===== config.mk =====
export PLATFORM = sky130hd
export DESIGN_NAME = fetch_sequencer_flat
export DESIGN_NICKNAME = d
export VERILOG_FILES = /design/src/rtl/fetch_sequencer_if.sv /design/src/rtl/fetch_sequencer.sv /design/src/flat_wrapper.sv
export SDC_FILE = /design/constraint.sdc
export NUM_CORES = 1
export LEC_CHECK = 0
export ABC_AREA = 1
export CORE_MARGIN = 4
export CORE_UTILIZATION = 25
export CTS_CLUSTER_DIAMETER = 50
export CTS_CLUSTER_SIZE = 10
export DETAILED_ROUTE_END_ITERATION = 16
export SLEW_MARGIN = 5
export SYNTH_ARGS = -nofsm -noshare
export SYNTH_HDL_FRONTEND = slang
export SYNTH_SLANG_ARGS = --single-unit

===== constraint.sdc =====
create_clock -name Clk -period 3.85 [get_ports Clk]
set_input_delay 1.155 -clock Clk [delete_from_list [all_inputs] [get_ports Clk]]
set_output_delay 1.155 -clock Clk [all_outputs]
set_load 0.1 [all_outputs]

===== src/rtl/fetch_sequencer_if.sv =====
// ---------------------------------------------------------------------------
// fetch_sequencer_if
//
// Bundles the instruction-fetch handshake and redirect signals between the
// fetch sequencer (slave side) and its environment: the instruction memory,
// the consumer of fetched instructions, and the redirect source (master side).
//
// Handshake: InstrValid/InstrReady follow strict valid/ready semantics. An
// instruction is accepted in exactly the cycles where InstrValid and
// InstrReady are both high at the rising clock edge. InstrValid never depends
// on InstrReady, and PC/InstrOut stay stable while InstrValid is high and
// InstrReady is low. The redirect fields (Branch, Zero, BranchOffset, Jump,
// JumpTarget) describe the instruction being accepted and are only looked at
// in an accept cycle.
//
// Signals:
//   Start        master->slave  leave IDLE, or restart from HALT
//   InstrIn      master->slave  instruction word at PC (combinational memory)
//   PC           slave->master  word address of the presented instruction
//   InstrOut     slave->master  InstrIn passed straight through
//   InstrValid   slave->master  an instruction is being presented
//   InstrReady   master->slave  consumer takes the presented instruction
//   Branch       master->slave  conditional redirect request
//   Zero         master->slave  condition for Branch
//   BranchOffset master->slave  signed word offset for Branch
//   Jump         master->slave  unconditional redirect request
//   JumpTarget   master->slave  jump word-target field
//   Halted       slave->master  sequencer stopped after the last address
//   FetchCount   slave->master  saturating count of accepted instructions
// ---------------------------------------------------------------------------
interface fetch_sequencer_if #(
    parameter int ADDR_W = 32
);
    logic              Start;
    logic [31:0]       InstrIn;
    logic [ADDR_W-1:0] PC;
    logic [31:0]       InstrOut;
    logic              InstrValid;
    logic              InstrReady;
    logic              Branch;
    logic              Zero;
    logic [15:0]       BranchOffset;
    logic              Jump;
    logic [25:0]       JumpTarget;
    logic              Halted;
    logic [15:0]       FetchCount;

    modport slave (
        input  Start, InstrIn, InstrReady, Branch, Zero, BranchOffset,
               Jump, JumpTarget,
        output PC, InstrOut, InstrValid, Halted, FetchCount
    );

    modport master (
        output Start, InstrIn, InstrReady, Branch, Zero, BranchOffset,
               Jump, JumpTarget,
        input  PC, InstrOut, InstrValid, Halted, FetchCount
    );
endinterface


===== src/rtl/fetch_sequencer.sv =====
// ---------------------------------------------------------------------------
// fetch_sequencer
//
// Instruction fetch sequencer with three phases: IDLE (after reset, waits for
// Start), RUN (presents PC/InstrOut and advances on every accept) and HALT
// (entered by the accept of the instruction at PC_LIMIT; Start restarts from
// RESET_PC with a cleared FetchCount).
//
// On an accept the next PC is, in priority order:
//   Jump        -> {upper ADDR_W-26 bits of PC+1, JumpTarget}
//   Branch&Zero -> PC + 1 + sign-extended BranchOffset
//   otherwise   -> PC + 1
// All PC arithmetic wraps modulo 2^ADDR_W.
//
// Optional feature macro: FETCH_DELAY_SLOT_EN
//   Defined: a taken redirect is held pending, the following accept (the
//   delay slot) still steps to PC+1, and the pending target is loaded on the
//   accept of the delay-slot instruction. Redirect requests on the delay-slot
//   accept are ignored; a pending redirect is dropped when halting.
//   Undefined: redirects take effect on the very next cycle.
//
// Parameters:
//   ADDR_W   PC width in bits (8..32)
//   RESET_PC word address loaded on reset and on restart
//   PC_LIMIT word address of the last instruction fetched before halting
//
// Ports:
//   Clk       system clock, rising edge
//   Reset     synchronous, active-high reset
//   bus       fetch_sequencer_if slave modport (handshake + redirects)
//   dbg_state current FSM state, for observation only
// ---------------------------------------------------------------------------
module fetch_sequencer #(
    parameter int          ADDR_W   = 32,
    parameter logic [31:0] RESET_PC = 32'd0,
    parameter logic [31:0] PC_LIMIT = 32'd5
) (
    input  logic                  Clk,
    input  logic                  Reset,
    fetch_sequencer_if.slave      bus,
    output logic [1:0]            dbg_state
);

    typedef enum logic [1:0] {
        S_IDLE = 2'd0,
        S_RUN  = 2'd1,
        S_HALT = 2'd2
    } state_t;

    localparam logic [ADDR_W-1:0] RESET_ADDR = ADDR_W'(RESET_PC);
    localparam logic [ADDR_W-1:0] LIMIT_ADDR = ADDR_W'(PC_LIMIT);

    state_t            state;
    logic [ADDR_W-1:0] pc_q;
    logic [15:0]       count_q;

`ifdef FETCH_DELAY_SLOT_EN
    logic              pend_valid;
    logic [ADDR_W-1:0] pend_target;
`endif

    logic              accept;
    logic              at_limit;
    logic              redirect;
    logic [ADDR_W-1:0] pc_inc;
    logic [31:0]       pc_inc_w;
    logic [31:0]       jump_w;
    logic [31:0]       off_w;
    logic [ADDR_W-1:0] jump_addr;
    logic [ADDR_W-1:0] branch_addr;
    logic [ADDR_W-1:0] redirect_target;
    logic [15:0]       count_next;

    assign accept   = (state == S_RUN) && bus.InstrReady;
    assign at_limit = (pc_q == LIMIT_ADDR);
    assign pc_inc   = pc_q + ADDR_W'(1);

    // The jump keeps the region bits of PC+1 above bit 25. Working in a
    // 32-bit scratch value lets one expression cover every ADDR_W: for
    // ADDR_W <= 26 the region bits fall away in the final truncation.
    assign pc_inc_w = 32'(pc_inc);
    assign jump_w   = (pc_inc_w & 32'hFC00_0000) | {6'd0, bus.JumpTarget};
    assign jump_addr = ADDR_W'(jump_w);

    assign off_w       = {{16{bus.BranchOffset[15]}}, bus.BranchOffset};
    assign branch_addr = pc_inc + ADDR_W'(off_w);

    assign redirect        = bus.Jump || (bus.Branch && bus.Zero);
    assign redirect_target = bus.Jump ? jump_addr : branch_addr;

    assign count_next = (count_q == 16'hFFFF) ? count_q : count_q + 16'd1;

    always_ff @(posedge Clk) begin
        if (Reset) begin
            state   <= S_IDLE;
            pc_q    <= RESET_ADDR;
            count_q <= 16'd0;
`ifdef FETCH_DELAY_SLOT_EN
            pend_valid  <= 1'b0;
            pend_target <= RESET_ADDR;
`endif
        end else begin
            case (state)
                S_IDLE: begin
                    if (bus.Start) begin
                        state <= S_RUN;
                    end
                end

                S_RUN: begin
                    // Without an accept everything holds (stall).
                    if (accept) begin
                        count_q <= count_next;
                        if (at_limit) begin
                            // PC stays on the last address; any redirect on
                            // this accept, or still pending, is discarded.
                            state <= S_HALT;
`ifdef FETCH_DELAY_SLOT_EN
                            pend_valid <= 1'b0;
`endif
                        end else begin
`ifdef FETCH_DELAY_SLOT_EN
                            if (pend_valid) begin
                                // Delay-slot accept: jump to the stored
                                // target, ignoring new redirect requests.
                                pc_q       <= pend_target;
                                pend_valid <= 1'b0;
                            end else if (redirect) begin
                                pc_q        <= pc_inc;
                                pend_valid  <= 1'b1;
                                pend_target <= redirect_target;
                            end else begin
                                pc_q <= pc_inc;
                            end
`else
                            pc_q <= redirect ? redirect_target : pc_inc;
`endif
                        end
                    end
                end

                S_HALT: begin
                    if (bus.Start) begin
                        state   <= S_RUN;
                        pc_q    <= RESET_ADDR;
                        count_q <= 16'd0;
`ifdef FETCH_DELAY_SLOT_EN
                        pend_valid <= 1'b0;
`endif
                    end
                end

                default: begin
                    state <= S_IDLE;
                end
            endcase
        end
    end

    assign bus.PC         = pc_q;
    assign bus.InstrOut   = bus.InstrIn;
    assign bus.InstrValid = (state == S_RUN);
    assign bus.Halted     = (state == S_HALT);
    assign bus.FetchCount = count_q;
    assign dbg_state      = state;

endmodule


===== src/flat_wrapper.sv =====
// flat-port wrapper written by rule: the top's interface ports become plain ports
module fetch_sequencer_flat 
#(
    parameter int          ADDR_W   = 32,
    parameter logic [31:0] RESET_PC = 32'd0,
    parameter logic [31:0] PC_LIMIT = 32'd5
)
  (Clk, Reset, dbg_state, bus_Start, bus_InstrIn, bus_InstrReady, bus_Branch, bus_Zero, bus_BranchOffset, bus_Jump, bus_JumpTarget, bus_PC, bus_InstrOut, bus_InstrValid, bus_Halted, bus_FetchCount);
  fetch_sequencer_if #(.ADDR_W(ADDR_W)) bus_i ();
  input  logic Clk;
  input  logic Reset;
  output logic [1:0] dbg_state;
  input wire logic [$bits(bus_i.Start)-1:0] bus_Start;
  input wire logic [$bits(bus_i.InstrIn)-1:0] bus_InstrIn;
  input wire logic [$bits(bus_i.InstrReady)-1:0] bus_InstrReady;
  input wire logic [$bits(bus_i.Branch)-1:0] bus_Branch;
  input wire logic [$bits(bus_i.Zero)-1:0] bus_Zero;
  input wire logic [$bits(bus_i.BranchOffset)-1:0] bus_BranchOffset;
  input wire logic [$bits(bus_i.Jump)-1:0] bus_Jump;
  input wire logic [$bits(bus_i.JumpTarget)-1:0] bus_JumpTarget;
  output wire logic [$bits(bus_i.PC)-1:0] bus_PC;
  output wire logic [$bits(bus_i.InstrOut)-1:0] bus_InstrOut;
  output wire logic [$bits(bus_i.InstrValid)-1:0] bus_InstrValid;
  output wire logic [$bits(bus_i.Halted)-1:0] bus_Halted;
  output wire logic [$bits(bus_i.FetchCount)-1:0] bus_FetchCount;
  assign bus_i.Start = bus_Start;
  assign bus_i.InstrIn = bus_InstrIn;
  assign bus_i.InstrReady = bus_InstrReady;
  assign bus_i.Branch = bus_Branch;
  assign bus_i.Zero = bus_Zero;
  assign bus_i.BranchOffset = bus_BranchOffset;
  assign bus_i.Jump = bus_Jump;
  assign bus_i.JumpTarget = bus_JumpTarget;
  assign bus_PC = bus_i.PC;
  assign bus_InstrOut = bus_i.InstrOut;
  assign bus_InstrValid = bus_i.InstrValid;
  assign bus_Halted = bus_i.Halted;
  assign bus_FetchCount = bus_i.FetchCount;
  fetch_sequencer #(.ADDR_W(ADDR_W), .RESET_PC(RESET_PC), .PC_LIMIT(PC_LIMIT)) u_core (.Clk(Clk), .Reset(Reset), .bus(bus_i), .dbg_state(dbg_state));
endmodule

==> impl_metrics.csv, run 1 <==
group,metric,value,unit
floorplan,coreArea,23680,um2
setup_path,critPathLaunch,"u_core.bus.PC[1]",
timing,skew,0.007675,ns
clock_tree,root_buffer,"clkbuf_16",
clock_tree,cts-resized-gates,0,
timing,slew_headroom,53.87,%
timing,rsz0062_at_grt,"no",
clock_tree,htree_num_levels,2,
global_route,grt_max_degree,28,
clock_tree,cts_sinks,50,
timing,slew_viol_final,0,
clock_tree,cts_hold_buffers,0,
drt,drc,0,
synth,synth_ff_type,"dfxtp_1",
synth,syn_area,6073,um2
setup_path,cp.arrival,3.62,ns
finish,layout_commonest_cell,"nand2_1",
global_route,antenna_found_initial,0,
setup_path,rr_worst_depth,17,
setup_path,r2r-end,"u_core.bus.PC[28]",
global_route,globalRouteOverflowTotal,0,
power,ir_worst_vdd,0.1603,mV
finish,antenna_cells,0,
synth,ys_async_sr_fraction,0,%
finish,final_util,30.75,%
global_route,grt_pass1_wl,34.90,mm
power,p_per_area,233.2,nW/um2
clock_tree,cts_max_path_buffers,2,
global_route,track_usage,16.47,%
timing,period_minus_slack,3.432,ns
finish,mostFrequentLayoutCells,"312 x nand2_1, 142 x inv_1, 118 x nor2_1, 88 x a21oi_1, 69 x nand3_1",
floorplan,die_h,163.9,um
timing,finalHoldViolCount,0,
timing,tns,0,ns
synth,ys_seq_elements,50,
finish,multi_input_area,4190,um2
finish,fin_cells,1445,
synth,ys_seq_area_share,16.48,%
clock_tree,numCtsBuffers,5,
synth,synth_edf_count,0,
drt,dr_wl_met3,1.636,mm
drt,dr.max_layer_used,"met4",
clock_tree,worstSkewPairLatency,0.31,ns
synth,synth_cell_types,46,
timing,worst_hold_slack,0.4898,ns
setup_path,critPathCapture,"u_core.bus.PC[28]",
place,dp_hpwl,18.65,mm
place,placed_cell_area,7128,um2
drt,via_count,6915,
finish,syn_to_final_growth,19.90,%
floorplan,die_area,26850,um2
finish,layout-drive-gt1-share,10.66,%
synth,syn-num-nets,1176,
synth,yosys_warnings,0,
finish,num-fill-cells,2736,
drt,first_pass_iters,5,
clock_tree,post_cts_buffers,0,
drt,drt-met1-wl,10.49,mm
floorplan,dieWidth,163.9,um
timing,finalCritPeriodShare,89.13,%
finish,register_area,1001,um2
global_route,grt_pass1_vias,6369,
drt,drt_iter0_markers,612,
place,io_buffers,100,
finish,fin_area,7282,um2
timing,timing.fmax,291.4,MHz
drt,ant_nets,0,
finish,finalNetCount,1247,
drt,drt-total-wl,22.73,mm
power,leakage,3.466,nW
synth,synth_area_per_cell,5.762,um2
drt,via_per_inst,4.785,
flow_run,drv_cap,0,
setup_path,worst-r2r-setup-slack,0.42,ns
floorplan,core.rowCount,56,
place,place.gp.congestion,0.9663,
clock_tree,cts.clk_slew.worst_paths,0.08,ns
setup_path,critPathLaunchType,"register",
setup_path,r2r-start,"u_core.bus.PC[1]",
drt,wl_met2,10.10,mm
run_status,status,"completed",
clock_tree,cts_tree,"yes",
drt,routedWlPerCell,15.73,um
synth,synth_cells,1054,
floorplan,initial_core_util,25.64,%
setup_path,cp.required,4.03,ns
setup_path,cp-end-kind,"register",
hold_path,hp-class,"register to register",
timing,setup_viol,0,
floorplan,ios,165,
place,dp.cells,1437,
setup_path,cp_max_fo,5,
timing,worst_slew_pin_slew,0.6911,ns
setup_path,worstSetupPathType,"register to register",
==> registers in the layout, indices dropped and copies added, names as in the netlist <==
name / count
u_core.dbg_state: 2
u_core.bus.FetchCount: 16
u_core.bus.PC: 32
==> cells in the mapped netlist, types with 2 or more instances <==
cell / instances / area (um2)
nor3_1: 17 / 85.08
nand2_2: 6 / 37.54
nor3_2: 4 / 40.04
clkbuf_1: 9 / 33.78
buf_6: 2 / 22.52
o21bai_1: 9 / 67.56
ha_1: 40 / 500.5
buf_2: 5 / 25.02
nand2_1: 312 / 1171
xnor2_1: 7 / 61.31
a31oi_1: 2 / 12.51
inv_2: 3 / 11.26
nand3b_1: 4 / 30.03
a21oi_1: 88 / 440.4
nor2_4: 6 / 67.56
o21ai_0: 33 / 165.2
nand2_4: 3 / 33.78
a21o_1: 3 / 22.52
or2_2: 12 / 75.07
inv_1: 142 / 533.0
xor2_1: 23 / 201.4
nand3_1: 69 / 345.3
buf_4: 32 / 240.2
o211a_1: 2 / 20.02
and2_1: 4 / 25.02
nor2_1: 118 / 442.9
o2111ai_1: 3 / 26.28
dfxtp_1: 50 / 1001
o21a_1: 3 / 22.52
nand4_1: 13 / 81.33
nor2_2: 8 / 50.05
o211ai_1: 4 / 30.03
nor4_1: 5 / 31.28
==> cell type report <==
type                            count  share of cell area [%]
Multi-Input combinational cell    808                   57.54
Clock inverter                      3                  0.3952
Clock buffer                        5                   1.718
Timing Repair Buffer              113                   13.47
Tap cell                          319                   5.481
Inverter                          147                   7.646
Sequential cell                    50                   13.75
==> report_power, final <==
| part | total (mW) | internal (mW) | leakage (nW) | switching (mW) |
|---|---|---|---|---|
| combinational | 0.640 | 0.208 | 2.98 | 0.432 |
| sequential | 0.566 | 0.534 | 0.406 | 0.0319 |
| clock | 0.492 | 0.250 | 0.0763 | 0.242 |
| total | 1.70 | 0.992 | 3.47 | 0.706 |
==> layer usage <==
layer | up-vias | GRT usage (%)
met5 | - | 0
met4 | 0 | 4.384
met3 | 34 | 2.660
met2 | 235 | 25.99
met1 | 3162 | 23.31
li1 | 3484 | -
==> worst min path at each step <==
| stage | from | endpoint | slack (ns) | cells past startpoint |
|---|---|---|---|---|
| floorplan | u_core.bus.FetchCount[14] | u_core.bus.FetchCount[14] | 0.91 | 1 |
| global placement | u_core.bus.FetchCount[14] | u_core.bus.FetchCount[14] | 0.46 | 1 |
| detailed placement | u_core.bus.FetchCount[14] | u_core.bus.FetchCount[14] | 0.47 | 1 |
| CTS | u_core.bus.FetchCount[14] | u_core.bus.FetchCount[14] | 0.48 | 1 |
| global route | u_core.bus.FetchCount[14] | u_core.bus.FetchCount[14] | 0.55 | 1 |
| finish | u_core.bus.FetchCount[14] | u_core.bus.FetchCount[14] | 0.49 | 1 |
==> worst max-delay path: stages, from the launching register on <==
cell	delay, ns
dfxtp_1	0.42
ha_1	0.28
nand2_1	0.09
nor2_1	0.22
nand2_1	0.16
nor2_2	0.17
xor2_1	0.33
ha_1	0.37
nand2_1	0.11
inv_1	0.06
a21oi_1	0.36
o21ai_0	0.22
a21oi_1	0.21
nand2_1	0.07
nand2_1	0.06
nand3_1	0.06
nand2_1	0.08
a21oi_1	0.05
==> kinds of logic after synthesis <==
| group | count (synthesis) | synth area share, % |
|---|---|---|
| fa+ha+maj | 41 | 8.570 |
| xor+xnor | 31 | 4.594 |
| flops | 50 | 16.48 |
| mux | 1 | 0.1648 |
| compound gates | 151 | 13.78 |
| buf+inv | 196 | 14.52 |
| simple gates | 584 | 41.88 |
==> per-stage QoR <==
stage | total power [mW] | setup WS [ns]
global placement | 1.211 | 0.4007
finish | 1.698 | 0.4183
detailed placement | 1.212 | 0.3562
global route | 1.775 | 0.1613
floorplan | 1.160 | 0.2483
CTS | 1.698 | 0.5149
Note: power is estimated with default switching activity, not from simulation.
==> run 2, diff against run 1 <==
--- a/config.mk
+++ b/config.mk
@@ -11,7 +11,9 @@
 export CTS_CLUSTER_DIAMETER = 50
 export CTS_CLUSTER_SIZE = 10
 export DETAILED_ROUTE_END_ITERATION = 16
+export SETUP_SLACK_MARGIN = 0.05
 export SLEW_MARGIN = 5
 export SYNTH_ARGS = -nofsm -noshare
 export SYNTH_HDL_FRONTEND = slang
 export SYNTH_SLANG_ARGS = --single-unit
+export TNS_END_PERCENT = 5
==> results of run 2 <==
Same layout as run 1: the final DEF is identical, and so are final timing and power.
==> run 3, diff against run 2 <==
==> constraint.sdc (replaced) <==
create_clock -name Clk -period 4 [get_ports Clk]
set_input_delay 1.2 -clock Clk [delete_from_list [all_inputs] [get_ports Clk]]
set_output_delay 1.2 -clock Clk [all_outputs]
set_load 0.1 [all_outputs]
==> run 3 against run 2 <==
Sequential share of layout area about the same. Combinational power down 5.2%. Core utilization about the same. Setup slack gained 0.17 ns. Clock power fell by 4.1%. Critical path type is now input port to register. Largest cell class unchanged. Highest routed layer unchanged.
==> impl_metrics.csv, run 3 (synthesized netlist as in run 1, its figures left out) <==
group,metric,value,unit
drt,first_pass_iters,6,
drt,drt_iter0_markers,619,
floorplan,initial_core_util,25.64,%
power,ir_worst_vdd,0.2018,mV
drt,via_count,6967,
hold_path,holdPathStages,1,
hold_path,hp-class,"register to register",
finish,layout-drive-gt1-share,9.172,%
floorplan,ios,165,
floorplan,core.rowCount,56,
global_route,grt_max_degree,28,
global_route,globalRouteOverflowTotal,0,
clock_tree,cts_max_path_buffers,2,
setup_path,cp.arrival,3.59,ns
floorplan,die_h,163.9,um
finish,finalNetCount,1244,
power,p_per_area,223.2,nW/um2
timing,setup_viol,0,
timing,setup_ws,0.5873,ns
finish,antenna_cells,0,
place,pre_cts_ws,0.3077,ns
floorplan,die_area,26850,um2
drt,routedWlPerCell,15.69,um
clock_tree,cts-resized-gates,0,
setup_path,critPathLaunch,"bus_BranchOffset[15]",
timing,slew_headroom,34.55,%
timing,period_minus_slack,3.413,ns
place,place.gp.congestion,0.9280,
timing,tns,0,ns
finish,mostFrequentLayoutCells,"312 x nand2_1, 142 x inv_1, 118 x nor2_1, 88 x a21oi_1, 69 x nand3_1",
finish,largest_reg_flops,32,
floorplan,coreArea,23680,um2
global_route,grt_pass1_vias,6414,
setup_path,cp-end-kind,"register",
clock_tree,root_buffer,"clkbuf_16",
clock_tree,cts.clk_slew.worst_paths,0.08,ns
power,leakage,3.415,nW
setup_path,critPathCapture,"u_core.bus.PC[28]",
clock_tree,post_cts_buffers,0,
place,dp_hpwl,18.67,mm
clock_tree,cts_tree,"yes",
clock_tree,numCtsBuffers,5,
finish,layout_commonest_cell,"nand2_1",
clock_tree,cts_sinks,50,
timing,finalHoldViolCount,0,
drt,via_per_inst,4.831,
timing,rsz0062_at_grt,"no",
clock_tree,worstSkewPairLatency,0.30,ns
timing,timing.fmax,293.0,MHz
timing,slew_viol_final,0,
timing,finalCritPeriodShare,85.32,%
clock_tree,cts_hold_buffers,0,
timing,worst_slew_pin_slew,0.9787,ns
global_route,track_usage,16.52,%
setup_path,worst-r2r-setup-slack,0.62,ns
drt,drt-total-wl,22.63,mm
setup_path,cp.required,4.18,ns
drt,drc,0,
setup_path,worstSetupPathType,"input port to register",
finish,syn_to_final_growth,19.92,%
timing,skew,0.007149,ns
clock_tree,htree_num_levels,2,
setup_path,r2r-end,"u_core.bus.PC[23]",
place,io_buffers,100,
run_status,status,"completed",
flow_run,drv_cap,0,
floorplan,dieWidth,163.9,um
setup_path,rr_worst_depth,18,
global_route,grt_pass1_wl,34.93,mm
global_route,antenna_found_initial,0,
setup_path,cp_max_fo,9,
setup_path,critPathLaunchType,"input port",
setup_path,r2r-start,"u_core.bus.PC[2]",
drt,ant_nets,0,
[run 3: cell types whose count changed in the layout (fill, tap and decap cells not counted), sizes merged]
cell | previous run | this run
clkbuf | 5 | 6
clkinvlp | 0 | 1
inv | 147 | 146
clkinv | 3 | 2
buf | 65 | 48
clkdlybuf4s50 | 48 | 62
[run 3: layout make-up]
type                    instances  area (um2)
clock buffers                   6       138.9
multi-input cells             808        4190
repair buffers                110       980.9
flip-flops and latches         50        1001
well taps                     319       399.1
fillers                      2729       16400
inverters                     147       556.8
clock inverters                 2       16.27
[run 3: layer usage]
metal,global-route usage [%],wire [um],up-vias
met5,0,0,-
met4,4.270,520,0
met3,2.811,1867,29
met2,26.40,9960,285
met1,23.07,10280,3177
li1,-,-,3476
[run 3: worst min-delay path by stage]
stage / start / end / slack, ns
2_1_floorplan: u_core.bus.FetchCount[14] / u_core.bus.FetchCount[14] / 0.91
3_3_place_gp: u_core.bus.FetchCount[14] / u_core.bus.FetchCount[14] / 0.46
3_5_place_dp: u_core.bus.FetchCount[14] / u_core.bus.FetchCount[14] / 0.47
4_1_cts: u_core.bus.FetchCount[14] / u_core.bus.FetchCount[14] / 0.49
5_1_grt: u_core.bus.FetchCount[14] / u_core.bus.FetchCount[14] / 0.52
6_report: u_core.bus.FetchCount[14] / u_core.bus.FetchCount[14] / 0.49
[run 3: power breakdown]
| group | internal (mW) | switching, mW | leakage, nW |
|---|---|---|---|
| sequential | 0.514 | 0.0319 | 0.406 |
| combinational | 0.196 | 0.411 | 2.94 |
| clock | 0.252 | 0.220 | 0.0735 |
[run 3: worst max-delay path: stages]
cell             delay, ns
clkdlybuf4s50_1       0.62
buf_4                 0.27
ha_1                  0.30
nand2_1               0.10
inv_1                 0.05
a21oi_1               0.30
o21ai_0               0.21
a21oi_1               0.22
nand2_1               0.07
nand2_1               0.06
nand3_1               0.06
nand2_1               0.07
a21oi_1               0.05
[run 3: metrics by stage]
| step | instances | util [%] | area (um2) | power (mW) | hold WS (ns) |
|---|---|---|---|---|---|
| 3_5_place_dp | 1434 | 30.10 | 7128 | 1.160 | 0.4702 |
| 5_1_grt | 1442 | 30.75 | 7283 | 1.711 | 0.5172 |
| 3_3_place_gp | 1434 | 30.10 | 7128 | 1.159 | 0.4582 |
| 2_1_floorplan | 1054 | - | 6073 | 1.117 | 0.9102 |
| 4_1_cts | 1442 | 30.75 | 7283 | 1.627 | 0.4882 |
| 6_report | 1442 | 30.75 | 7283 | 1.626 | 0.4927 |
